===== src/rtl/pipe_hazard_ctrl_pkg.sv =====
// Shared definitions for the pipeline hazard controller: default pipeline
// depth, stage index names, stall bus width and the flush FSM encoding.
package pipe_hazard_ctrl_pkg;

    // Default number of stall-vector bits (PC plus five pipeline stages).
    localparam int STAGES_DEF = 6;

    // Width of the stall bus for the default pipeline.
    localparam int STALL_W = STAGES_DEF;

    // Stage indices as used on stall_stage / timed_stage.
    localparam int STG_PC  = 0;
    localparam int STG_IF  = 1;
    localparam int STG_ID  = 2;
    localparam int STG_EX  = 3;
    localparam int STG_MEM = 4;
    localparam int STG_WB  = 5;

    // Flush sequencing FSM.
    typedef enum logic {
        ST_IDLE  = 1'b0,
        ST_FLUSH = 1'b1
    } hz_state_e;

endpackage


===== src/rtl/pipe_hazard_ctrl_if.sv =====
// Bundle of request and control signals between the pipeline stages
// (master) and the hazard controller (slave).
interface pipe_hazard_ctrl_if
    import pipe_hazard_ctrl_pkg::*;
#(
    parameter int STAGES  = STAGES_DEF,
    parameter int NUM_REQ = 2,
    parameter int CNT_W   = 6,
    parameter int STAGE_W = $clog2(STAGES)
);
    // Signalling: there is no valid/ready pair here. stall_req is a level
    // request honoured in the same cycle; timed_start and flush_req are
    // sampled at each rising edge and are never back-pressured (a request
    // that loses on priority or arrives while busy is simply dropped).
    logic [NUM_REQ-1:0]         stall_req;
    logic [NUM_REQ*STAGE_W-1:0] stall_stage;
    logic                       timed_start;
    logic [STAGE_W-1:0]         timed_stage;
    logic [CNT_W-1:0]           timed_len;
    logic                       flush_req;
    logic [31:0]                flush_pc;
    logic                       flush;
    logic [31:0]                new_pc;
    logic [STAGES-1:0]          stall;
    logic                       busy;
    logic [31:0]                stall_cycles;
    hz_state_e                  dbg_state;

    modport master (
        output stall_req, stall_stage, timed_start, timed_stage, timed_len,
               flush_req, flush_pc,
        input  flush, new_pc, stall, busy, stall_cycles, dbg_state
    );

    modport slave (
        input  stall_req, stall_stage, timed_start, timed_stage, timed_len,
               flush_req, flush_pc,
        output flush, new_pc, stall, busy, stall_cycles, dbg_state
    );

endinterface


===== src/rtl/pipe_hazard_ctrl_stall_mask_gen.sv =====
// Index-to-thermometer mask: bit k is set for every k <= idx_i, so an index
// at or beyond the last stage saturates to all ones.
module stall_mask_gen #(
    parameter int STAGES  = 6,
    parameter int STAGE_W = $clog2(STAGES)
) (
    input  logic [STAGE_W-1:0] idx_i,
    output logic [STAGES-1:0]  mask_o
);

    // Thermometer decode of the stage index.
    always_comb begin
        mask_o = '0;
        for (int k = 0; k < STAGES; k++) begin
            mask_o[k] = (32'(idx_i) >= k);
        end
    end

endmodule


===== src/rtl/pipe_hazard_ctrl.sv =====
// Pipeline hazard controller: merges level stall requests, runs one timed
// stall for multi-cycle units, and sequences registered flush/redirect.
module pipe_hazard_ctrl
    import pipe_hazard_ctrl_pkg::*;
#(
    parameter int STAGES       = STAGES_DEF,
    parameter int NUM_REQ      = 2,
    parameter int CNT_W        = 6,
    parameter int FLUSH_CYCLES = 1,
    parameter int STAGE_W      = $clog2(STAGES)
) (
    input logic               clk,
    input logic               rst,
    pipe_hazard_ctrl_if.slave bus
);

    localparam int FC_W = (FLUSH_CYCLES > 1) ? $clog2(FLUSH_CYCLES) : 1;
    localparam logic [FC_W-1:0] FLUSH_RELOAD = FC_W'(FLUSH_CYCLES - 1);

    hz_state_e                 state_q, state_d;
    logic                      flush_q, flush_d;
    logic [31:0]               pc_q, pc_d;
    logic [FC_W-1:0]           fcnt_q, fcnt_d;
    logic                      busy_q, busy_d;
    logic [CNT_W-1:0]          tcnt_q, tcnt_d;
    logic [STAGES-1:0]         tmask_q, tmask_d;
    logic [31:0]               sc_q, sc_d;

    logic [NUM_REQ*STAGES-1:0] req_masks;
    logic [STAGES-1:0]         timed_mask_new;
    logic [STAGES-1:0]         level_mask;
    logic [STAGES-1:0]         stall_c;

    for (genvar g = 0; g < NUM_REQ; g++) begin : g_req_mask
        stall_mask_gen #(.STAGES(STAGES), .STAGE_W(STAGE_W)) u_req_mask (
            .idx_i  (bus.stall_stage[g*STAGE_W +: STAGE_W]),
            .mask_o (req_masks[g*STAGES +: STAGES])
        );
    end

    stall_mask_gen #(.STAGES(STAGES), .STAGE_W(STAGE_W)) u_timed_mask (
        .idx_i  (bus.timed_stage),
        .mask_o (timed_mask_new)
    );

    // OR together the masks of all sources currently requesting a stall.
    always_comb begin
        level_mask = '0;
        for (int i = 0; i < NUM_REQ; i++) begin
            if (bus.stall_req[i]) begin
                level_mask = level_mask | req_masks[i*STAGES +: STAGES];
            end
        end
    end

    // Final stall vector; a flush overrides every stall so the pipe can drain.
    always_comb begin
        stall_c = level_mask | (busy_q ? tmask_q : '0);
        if (rst || (state_q == ST_FLUSH)) begin
            stall_c = '0;
        end
    end

    // Next-state logic for the flush FSM, timed stall and stall statistics.
    always_comb begin
        state_d = state_q;
        flush_d = flush_q;
        pc_d    = pc_q;
        fcnt_d  = fcnt_q;
        busy_d  = busy_q;
        tcnt_d  = tcnt_q;
        tmask_d = tmask_q;
        sc_d    = sc_q;

        if ((stall_c != '0) && (sc_q != 32'hFFFF_FFFF)) begin
            sc_d = sc_q + 32'd1;
        end

        if (busy_q) begin
            tcnt_d = tcnt_q - CNT_W'(1);
            busy_d = (tcnt_q != CNT_W'(1));
        end

        case (state_q)
            ST_IDLE: begin
                if (bus.flush_req) begin
                    state_d = ST_FLUSH;
                    flush_d = 1'b1;
                    pc_d    = bus.flush_pc;
                    fcnt_d  = FLUSH_RELOAD;
                    tcnt_d  = '0;
                    busy_d  = 1'b0;
                end else if (bus.timed_start && !busy_q && (bus.timed_len != '0)) begin
                    tmask_d = timed_mask_new;
                    tcnt_d  = bus.timed_len;
                    busy_d  = 1'b1;
                end
            end
            ST_FLUSH: begin
                if (bus.flush_req) begin
                    pc_d   = bus.flush_pc;
                    fcnt_d = FLUSH_RELOAD;
                end else if (fcnt_q == '0) begin
                    state_d = ST_IDLE;
                    flush_d = 1'b0;
                    pc_d    = '0;
                end else begin
                    fcnt_d = fcnt_q - FC_W'(1);
                end
            end
            default: state_d = ST_IDLE;
        endcase
    end

    // State registers with synchronous reset.
    always_ff @(posedge clk) begin
        if (rst) begin
            state_q <= ST_IDLE;
            flush_q <= 1'b0;
            pc_q    <= '0;
            fcnt_q  <= '0;
            busy_q  <= 1'b0;
            tcnt_q  <= '0;
            tmask_q <= '0;
            sc_q    <= '0;
        end else begin
            state_q <= state_d;
            flush_q <= flush_d;
            pc_q    <= pc_d;
            fcnt_q  <= fcnt_d;
            busy_q  <= busy_d;
            tcnt_q  <= tcnt_d;
            tmask_q <= tmask_d;
            sc_q    <= sc_d;
        end
    end

    assign bus.stall        = stall_c;
    assign bus.flush        = flush_q;
    assign bus.new_pc       = pc_q;
    assign bus.busy         = busy_q;
    assign bus.stall_cycles = sc_q;
    assign bus.dbg_state    = state_q;

endmodule


===== src/flat_wrapper.sv =====
// flat-port wrapper written by rule: the top's interface ports become plain ports
module pipe_hazard_ctrl_flat import pipe_hazard_ctrl_pkg::*;
#(
    parameter int STAGES       = STAGES_DEF,
    parameter int NUM_REQ      = 2,
    parameter int CNT_W        = 6,
    parameter int FLUSH_CYCLES = 1,
    parameter int STAGE_W      = $clog2(STAGES)
)
  (clk, rst, bus_stall_req, bus_stall_stage, bus_timed_start, bus_timed_stage, bus_timed_len, bus_flush_req, bus_flush_pc, bus_flush, bus_new_pc, bus_stall, bus_busy, bus_stall_cycles, bus_dbg_state);
  pipe_hazard_ctrl_if #(.STAGES(STAGES), .NUM_REQ(NUM_REQ), .CNT_W(CNT_W), .STAGE_W(STAGE_W)) bus_i ();
  input logic clk;
  input logic rst;
  input wire logic [$bits(bus_i.stall_req)-1:0] bus_stall_req;
  input wire logic [$bits(bus_i.stall_stage)-1:0] bus_stall_stage;
  input wire logic [$bits(bus_i.timed_start)-1:0] bus_timed_start;
  input wire logic [$bits(bus_i.timed_stage)-1:0] bus_timed_stage;
  input wire logic [$bits(bus_i.timed_len)-1:0] bus_timed_len;
  input wire logic [$bits(bus_i.flush_req)-1:0] bus_flush_req;
  input wire logic [$bits(bus_i.flush_pc)-1:0] bus_flush_pc;
  output wire logic [$bits(bus_i.flush)-1:0] bus_flush;
  output wire logic [$bits(bus_i.new_pc)-1:0] bus_new_pc;
  output wire logic [$bits(bus_i.stall)-1:0] bus_stall;
  output wire logic [$bits(bus_i.busy)-1:0] bus_busy;
  output wire logic [$bits(bus_i.stall_cycles)-1:0] bus_stall_cycles;
  output wire logic [$bits(bus_i.dbg_state)-1:0] bus_dbg_state;
  assign bus_i.stall_req = bus_stall_req;
  assign bus_i.stall_stage = bus_stall_stage;
  assign bus_i.timed_start = bus_timed_start;
  assign bus_i.timed_stage = bus_timed_stage;
  assign bus_i.timed_len = bus_timed_len;
  assign bus_i.flush_req = bus_flush_req;
  assign bus_i.flush_pc = bus_flush_pc;
  assign bus_flush = bus_i.flush;
  assign bus_new_pc = bus_i.new_pc;
  assign bus_stall = bus_i.stall;
  assign bus_busy = bus_i.busy;
  assign bus_stall_cycles = bus_i.stall_cycles;
  assign bus_dbg_state = bus_i.dbg_state;
  pipe_hazard_ctrl #(.STAGES(STAGES), .NUM_REQ(NUM_REQ), .CNT_W(CNT_W), .FLUSH_CYCLES(FLUSH_CYCLES), .STAGE_W(STAGE_W)) u_core (.clk(clk), .rst(rst), .bus(bus_i));
endmodule

===== config.mk =====
export PLATFORM = sky130hd
export DESIGN_NAME = pipe_hazard_ctrl_flat
export DESIGN_NICKNAME = d
export VERILOG_FILES = /design/src/rtl/pipe_hazard_ctrl_pkg.sv /design/src/rtl/pipe_hazard_ctrl_if.sv /design/src/rtl/pipe_hazard_ctrl_stall_mask_gen.sv /design/src/rtl/pipe_hazard_ctrl.sv /design/src/flat_wrapper.sv
export SDC_FILE = /design/constraint.sdc
export NUM_CORES = 1
export LEC_CHECK = 0
export BUFFER_PORTS_ARGS = -buffer_cell sky130_fd_sc_hd__buf_2
export CORE_AREA = 2 2 89 125
export DETAILED_ROUTE_END_ITERATION = 7
export DIE_AREA = 0 0 91 127
export GPL_TIMING_DRIVEN = 0
export PLACE_DENSITY = 0.6
export RECOVER_POWER = 100
export SYNTH_ARGS = -nofsm -noshare
export SYNTH_HDL_FRONTEND = slang
export SYNTH_SLANG_ARGS = --single-unit

===== constraint.sdc =====
create_clock -name clk -period 5.5 [get_ports clk]
set_input_delay 0.55 -clock clk [delete_from_list [all_inputs] [get_ports clk]]
set_output_delay 0.55 -clock clk [all_outputs]
set_load 0.02 [all_outputs]

==> reports/qor.yml, run 1 <==
clock_network:
  clock_path_buffers: 2
  root_buffer: "clkbuf_16"
  path_clk_slew_ns: 0.06
  cts_tree: "done"
  post_cts_resized: 0
  postCtsSetupBuffers: 0
  h-tree-depth: 3
  holdBufCountCts: 0
  clock-sinks: 79
  cts_inserted_buffers: 9
  clk-insertion-delay-late_ns: 0.33
timing:
  setup_viol_count_final: 0
  max_freq_mhz: 315
  whs_ns: 0.445
  setup_slack_ns: 2.33
  relSlewSlack: 0.595
  finalMaxSlewViolations: 0
  fin_crit_sh: 0.576
  fin_worst_skew_ns: 0.00562
  min_period_ns: 3.17
  grt_setup_unrepaired: "false"
  final_hold_viol_count: 0
  worst_pin_slew_ns: 0.601
  fin_tns_setup_ns: 0
synth:
  synth_nets: 472
  synth.area.top_cells: "dfxtp_1 (44%), a22oi_1 (7.1%), nor2_1 (6.7%)"
  synthDistinctLibCells: 51
  ys_warn_count: 0
  synth-seq-cells: 79
  ys_seq_area_frac: 0.443
  syn_area_um2: 3570
  synth_top_area_share: 0.443
  post-synth-top-count-cell: "dfxtp_1"
  synth_edf_count: 0
  yosysTopAreaCell: "dfxtp_1"
  synthArstFlopShare: 0
  synth_ff_type: "dfxtp_1"
  synth_common_cells: "dfxtp_1 (79), nor2_1 (64), a22oi_1 (34), a21oi_1 (29), nand2_1 (19)"
  syn_avg_cell_area_um2: 8.60
  postSynthCellCount: 415
place:
  hpwlAfterDp_mm: 7.76
  gp_congestion: 0.871
  dp_slack_ns: 2.83
  portBuffers: 124
  placed_area_um2: 4360
cells_and_area:
  final_area_um2: 4540
  drive_gt1_frac: 0.133
  num-nets-final: 607
  area_growth_pct: 27.3
  fill_cells: 1132
  diodes: 0
  final_util: 0.439
worst_setup_path:
  critPathArrivalTime_ns: 3.43
  cp_data_required_time_ns: 5.76
  setup.worst_path.class: "flop to flop"
  end_kind: "flop"
  r2r_slack_ns: 2.33
  crit_path_max_fanout: 10
  start_kind: "flop"
  rr_worst_depth: 9
route:
  drcViolationCount: 0
  ant_nets: 0
  wire_per_inst_um: 14.6
  drtPass1Iterations: 4
  viasPerCell: 5.26
  drt_iter0_drc: 159
  wirelength_mm: 10.1
  vias: 3644
global_route:
  overflow: 0
  grt_usage: 0.176
  grt_pass1_wl_mm: 16.6
  grt_pass1_vias: 3562
  antenna_found_initial: 0
  grt_start_max_net_pins: 13
die:
  die_height_um: 127
  num_rows: 44
  die_x_um: 91
  start_util: 0.345
  die_area_um2: 11600
  core_area_um2: 10300
  ios: 126
worst_hold_path:
  hold_depth: 3
  hold_path_class: "input port to flop"
power_and_ir_drop:
  powerDensity_nw_per_um2: 313
  ir_worst_vdd_uv: 246
  p_leak_nw: 1.64
run:
  drv_cap: 0
run_status:
  status: "finished clean"
-- logic make-up (layout without fill, tap and decap cells) --
| kind of cell | after synthesis | in the layout | synth area share |
|---|---|---|---|
| mux | 4 | 4 | 0.0140 |
| compound gates | 119 | 119 | 0.221 |
| simple gates | 166 | 166 | 0.243 |
| fa+ha+maj | 4 | 4 | 0.0140 |
| xor+xnor | 6 | 6 | 0.0147 |
| flops | 79 | 79 | 0.443 |
| buf+inv | 37 | 177 | 0.0501 |
-- worst max-delay path, cell delays in order (launching register included) --
cell and delay, ns:
dfxtp_1 0.34, clkbuf_1 0.24, a222oi_1 0.36, nand3_1 0.14, or4_1 0.49, nand3_1 0.32
clkbuf_1 0.38, clkbuf_1 0.48, o21ai_0 0.19, a21oi_1 0.15
-- where the power goes --
group	total (mW)	internal, mW	leakage (nW)	switching [mW]
Combinational	0.163	0.0558	0.830	0.107
Clock	0.647	0.422	0.160	0.225
Sequential	0.611	0.596	0.645	0.0156
Total	1.42	1.07	1.64	0.348
-- per-layer routing --
layer,track usage,share of wire,wire length [µm],vias to the layer above
met1,0.198,0.42,4210,1703
met2,0.313,0.50,5100,109
met4,0.0918,0.026,266,0
met3,0.0360,0.052,521,19
met5,0,0,0,-
li1,-,-,-,1813
-- final timing paths --
path                                        start                         end
worst min-delay path             bus_flush_pc[17]       u_core.bus.new_pc[17]
worst max register to register    u_core.bus.busy  u_core.bus.stall_cycles[3]
worst min register to register  u_core.tmask_q[5]           u_core.tmask_q[5]
worst max-delay path              u_core.bus.busy  u_core.bus.stall_cycles[3]
-- cell usage in the layout (no fill, tap or decap), types with 11 or more instances in the layout --
cell type and n:
clkbuf_1 98, nand3_1 17, nand2_1 19, o21ai_0 17, dfxtp_1 79, nor2_1 64
inv_1 11, a22oi_1 34, a21oi_1 29, or3_1 16, nand4_1 11, buf_2 51
-- stage by stage --
stage / total power [mW] / std cells
finish: 1.42 / 693
CTS: 1.45 / 693
global placement: 0.794 / 677
global route: 1.48 / 693
detailed placement: 0.797 / 677
floorplan: 0.728 / 415
-- area by class of cell --
type	count	area, µm²	area share
sequential	79	1580	0.348
timing repair buffer	124	529	0.116
multi-input combinational	299	1790	0.394
buffer	26	105	0.0231
clock inverter	3	65.1	0.0143
inverter	11	41.3	0.00909
clock buffer	13	260	0.0573
tap	138	173	0.0380
-- flip-flops by register name, indices dropped and copies added, names as in the netlist --
name and count:
u_core.bus.stall_cycles 32, u_core.bus.busy 1, u_core.bus.flush 1, u_core.bus.dbg_state 1
u_core.tcnt_q 6, u_core.bus.new_pc 32, u_core.tmask_q 6
No activity file was read; power rests on OpenSTA's default activity.
==> run 2, diff against run 1 <==
Settings changed: PLACE_DENSITY 0.6 to 0.63.
Clock period 5.5 ns to 2.62 ns, I/O delays scaled along.
==> reports/qor.yml, run 2 (synthesis gave the netlist of run 1 again) <==
run_status:
  status: "finished clean"
worst_setup_path:
  start_kind: "flop"
  crit_path_max_fanout: 10
  critPathArrivalTime_ns: 2.68
  end_kind: "flop"
  cp_data_required_time_ns: 2.84
  r2r_slack_ns: 0.16
  setup.worst_path.class: "flop to flop"
cells_and_area:
  fill_cells: 1106
  multiInputGateArea_um2: 1800
  num-nets-final: 607
  most-common-layout-cells: "clkbuf_1 (92), dfxtp_1 (79), nor2_1 (64)"
  diodes: 0
  layout.cells.non_filler: 693
  drive_gt1_frac: 0.150
  area_growth_pct: 28.5
  final_util: 0.443
  final_common_cell: "clkbuf_1"
  seq_area_um2: 1580
clock_network:
  cts_tree: "done"
  clock-sinks: 79
  postCtsSetupBuffers: 0
  post_cts_resized: 0
  path_clk_slew_ns: 0.06
  h-tree-depth: 3
  clock_path_buffers: 2
  holdBufCountCts: 0
  root_buffer: "clkbuf_16"
  cts_inserted_buffers: 9
  clk-insertion-delay-late_ns: 0.33
power_and_ir_drop:
  p_leak_nw: 1.66
  p_seq_frac: 0.428
  design_power_total_mw: 3.00
  p_switching_mw: 0.736
  ir_worst_vdd_uv: 360
  p_int_mw: 2.26
  p_sw_frac: 0.246
  powerDensity_nw_per_um2: 653
  pwr-share-clk: 0.455
  pwr-share-comb: 0.116
route:
  drcViolationCount: 0
  drt_iter0_drc: 151
  met2WireLength_mm: 5.29
  top_layer: "met4"
  wl_met3_um: 643
  ant_nets: 0
  route.layer.met1.wl_mm: 4.10
  drtPass1Iterations: 5
  vias: 3715
  wire_per_inst_um: 14.7
  wirelength_mm: 10.2
  viasPerCell: 5.36
global_route:
  antenna_found_initial: 0
  grt_pass1_wl_mm: 16.3
  grt_usage: 0.175
  grt_start_max_net_pins: 13
  grt_pass1_vias: 3471
  overflow: 0
timing:
  max_freq_mhz: 407
  finalMaxSlewViolations: 0
  setup_slack_ns: 0.165
  fin_tns_setup_ns: 0
  worst_pin_slew_ns: 0.560
  setup_viol_count_final: 0
  min_period_ns: 2.46
  fin_worst_skew_ns: 0.00393
  grt_setup_unrepaired: "false"
  final_hold_viol_count: 0
  fin_crit_sh: 0.937
  relSlewSlack: 0.623
place:
  hpwlAfterDp_mm: 7.68
  dp.cells: 677
  dp_slack_ns: 0.217
  portBuffers: 124
  gp_congestion: 0.917
worst_hold_path:
  hold_path_class: "input port to flop"
run:
  drv_cap: 0
die:
  die_x_um: 91
  die_area_um2: 11600
  num_rows: 44
  die_height_um: 127
  core_area_um2: 10300
  start_util: 0.345
  ios: 126
-- run 2: changes by cell type in the layout (fill, tap and decap cells not counted), sizes merged --
| cell | before | now |
|---|---|---|
| buf | 54 | 58 |
| clkbuf | 109 | 105 |
-- run 2: routing by layer --
layer,up-vias,global-route usage
met1,1751,0.191
met2,129,0.316
met3,14,0.0483
met4,0,0.0758
met5,-,0
li1,1821,-
-- run 2: power by group through the flow --
stage          clock (mW)  combinational, mW  sequential [mW]
3_3_place_gp            0              0.359             1.31
3_5_place_dp            0              0.365             1.31
6_report             1.36              0.349             1.28
4_1_cts              1.40              0.365             1.28
5_1_grt              1.44              0.386             1.29
2_1_floorplan           0              0.179             1.35
-- run 2: layout make-up --
cell class	count	share of cell area
repair buffers	124	0.115
clock buffers	13	0.0567
clock inverters	3	0.0142
flip-flops and latches	79	0.345
multi-input cells	299	0.393
well taps	138	0.0376
inverters	11	0.00900
plain buffers	26	0.0292
-- run 2: path summary, 6_finish.rpt --
check             depth (start not counted)                     endpoint         startpoint
setup / recovery                          8  u_core.bus.stall_cycles[23]    u_core.bus.busy
hold / removal                            3         u_core.bus.new_pc[1]    bus_flush_pc[1]
setup reg to reg                          8  u_core.bus.stall_cycles[23]    u_core.bus.busy
hold reg to reg                           2            u_core.tmask_q[5]  u_core.tmask_q[5]
-- run 2: worst max-delay path: stages, from the launching register on --
cell and delay (ns):
dfxtp_1 0.35, buf_2 0.20, a222oi_1 0.33, nand3_1 0.16, or4_4 0.47, nand3_2 0.19, clkbuf_4 0.25, nor3_1 0.09
mux2_4 0.31
-- run 2: metrics by stage --
stage	hold slack, ns	instance area [µm²]
after detailed placement	0.474	4360
after floorplan	0.401	3570
after CTS	0.146	4690
final	0.159	4590
after global routing	0.163	4590
after global placement	0.466	4360
==> run 3, diff against run 2 <==
Settings changed: CELL_PAD_IN_SITES_DETAIL_PLACEMENT from default to 1, CELL_PAD_IN_SITES_GLOBAL_PLACEMENT from default to 1, CORE_AREA 2 2 89 125 to 2 2 93 130, DIE_AREA 0 0 91 127 to 0 0 95 132, PLACE_DENSITY 0.63 to 0.76.
==> reports/qor.yml, run 3 (synthesis gave the netlist of run 1 again) <==
route:
  ant_nets: 0
  wirelength_mm: 11.5
  viasPerCell: 5.39
  drtPass1Iterations: 4
  drt_iter0_drc: 95
  vias: 3767
  wire_per_inst_um: 16.4
  drcViolationCount: 0
worst_hold_path:
  hp-start: "bus_flush_pc[2]"
  hold_path_class: "input port to flop"
  hold-path-endpoint: "u_core.bus.new_pc[2]"
  hold_depth: 3
worst_setup_path:
  cp_data_required_time_ns: 2.84
  rr_startpoint: "u_core.bus.stall_cycles[0]"
  critPathArrivalTime_ns: 2.68
  setup.worst_path.class: "flop to flop"
  start_kind: "flop"
  crit_path_max_fanout: 10
  slowest_delay_ns: 0.52
  worstPathCellList: "ha_1 -> nand3_1 -> nor4_1 -> or4b_4 -> nand3_4 -> buf_4 -> nor3_1 -> mux2_4"
  crit_slowest_cell: "or4b_4"
  crit_family: "simple AND/OR/NAND/NOR gates"
  rr_worst_depth: 8
  end_kind: "flop"
  timing.rr.end: "u_core.bus.stall_cycles[23]"
  cp_num_buf_inv: 1
  r2r_slack_ns: 0.16
timing:
  setup_slack_ns: 0.156
  min_period_ns: 2.46
  relSlewSlack: 0.558
  max_freq_mhz: 406
  setup_viol_count_final: 0
  fin_tns_setup_ns: 0
  grt_setup_unrepaired: "false"
  fin_worst_skew_ns: 0.00524
  worst_pin_slew_ns: 0.656
  final_hold_viol_count: 0
  fin_crit_sh: 0.940
  finalMaxSlewViolations: 0
global_route:
  overflow: 0
  grt_start_max_net_pins: 13
  grt_pass1_wl_mm: 19.0
  grt_usage: 0.187
  antenna_found_initial: 0
  grt_pass1_vias: 3930
die:
  die_x_um: 95
  ios: 126
  start_util: 0.315
  die_height_um: 132
  die_area_um2: 12500
  core_area_um2: 11300
  num_rows: 46
cells_and_area:
  area_growth_pct: 28.0
  final_common_cell: "clkbuf_1"
  num-nets-final: 607
  drive_gt1_frac: 0.153
  fill_cells: 1423
  diodes: 0
  most-common-layout-cells: "clkbuf_1 (90), dfxtp_1 (79), nor2_1 (64)"
power_and_ir_drop:
  powerDensity_nw_per_um2: 628
  pwr-share-comb: 0.124
  p_int_mw: 2.12
  ir_worst_vdd_uv: 276
  p_leak_nw: 1.66
  pwr-share-clk: 0.429
  p_seq_frac: 0.447
  p_switching_mw: 0.758
  p_sw_frac: 0.264
run_status:
  status: "finished clean"
place:
  hpwlAfterDp_mm: 8.95
  dp_slack_ns: 0.166
  portBuffers: 124
  gp_congestion: 0.865
clock_network:
  h-tree-depth: 3
  cts_tree: "done"
  clk-insertion-delay-late_ns: 0.33
  post_cts_resized: 0
  clock-sinks: 79
  clock_path_buffers: 2
  cts_inserted_buffers: 9
  holdBufCountCts: 0
  path_clk_slew_ns: 0.06
  root_buffer: "clkbuf_16"
  postCtsSetupBuffers: 0
run:
  drv_cap: 0
[run 3: changes by cell type in the layout (fill, tap and decap cells not counted), sizes merged]
cell / change
buf: +1
bufinv: -2
clkinv: +2
clkbuf: -1
[run 3: worst register-to-register path: stages (launching register included)]
cell and delay [ns]:
dfxtp_1 0.41, ha_1 0.24, nand3_1 0.13, nor4_1 0.26
or4b_4 0.52, nand3_4 0.17, buf_4 0.20, nor3_1 0.10
mux2_4 0.31
[run 3: metrics by stage]
step	power, mW	hold WS, ns	std cells	area (µm²)	util
2_1_floorplan	1.53	0.401	415	3570	-
6_report	2.87	0.161	699	4570	0.403
5_1_grt	2.99	0.174	699	4570	0.403
3_5_place_dp	1.68	0.487	683	4370	0.386
4_1_cts	2.92	0.151	699	4670	0.412
3_3_place_gp	1.67	0.470	683	4370	0.386
[run 3: power by group through the flow]
stage	sequential [mW]	clock, mW	combinational, mW
final	1.28	1.23	0.358
after global routing	1.29	1.30	0.399
after CTS	1.28	1.26	0.376
after detailed placement	1.31	0	0.375
after global placement	1.31	0	0.363
after floorplan	1.35	0	0.179
[run 3: worst max-delay path by stage]
| stage | from | to | cells past startpoint |
|---|---|---|---|
| 2_1_floorplan | u_core.bus.stall_cycles[0] | u_core.bus.stall_cycles[23] | 8 |
| 4_1_cts | u_core.bus.stall_cycles[0] | u_core.bus.stall_cycles[1] | 9 |
| 3_5_place_dp | u_core.bus.stall_cycles[0] | u_core.bus.stall_cycles[1] | 9 |
| 5_1_grt | u_core.bus.stall_cycles[2] | u_core.bus.stall_cycles[29] | 6 |
| 6_report | u_core.bus.stall_cycles[0] | u_core.bus.stall_cycles[23] | 8 |
| 3_3_place_gp | u_core.bus.stall_cycles[2] | u_core.bus.stall_cycles[29] | 6 |
[run 3: cell type report]
| type | count | area, µm² | share of cell area |
|---|---|---|---|
| multi-input cells | 299 | 1810 | 0.396 |
| flip-flops and latches | 79 | 1580 | 0.346 |
| repair buffers | 124 | 529 | 0.116 |
| clock buffers | 13 | 280 | 0.0613 |
| well taps | 144 | 180 | 0.0394 |
| plain buffers | 26 | 134 | 0.0293 |
| inverters | 11 | 41.3 | 0.00903 |
| clock inverters | 3 | 15.0 | 0.00328 |
[run 3: per-layer routing]
| metal | GRT usage | wire (µm) | vias to the layer above |
|---|---|---|---|
| li1 | - | - | 1810 |
| met1 | 0.209 | 4560 | 1816 |
| met3 | 0.0395 | 631 | 22 |
| met2 | 0.340 | 6040 | 119 |
| met5 | 0 | 0 | - |
| met4 | 0.0709 | 265 | 0 |
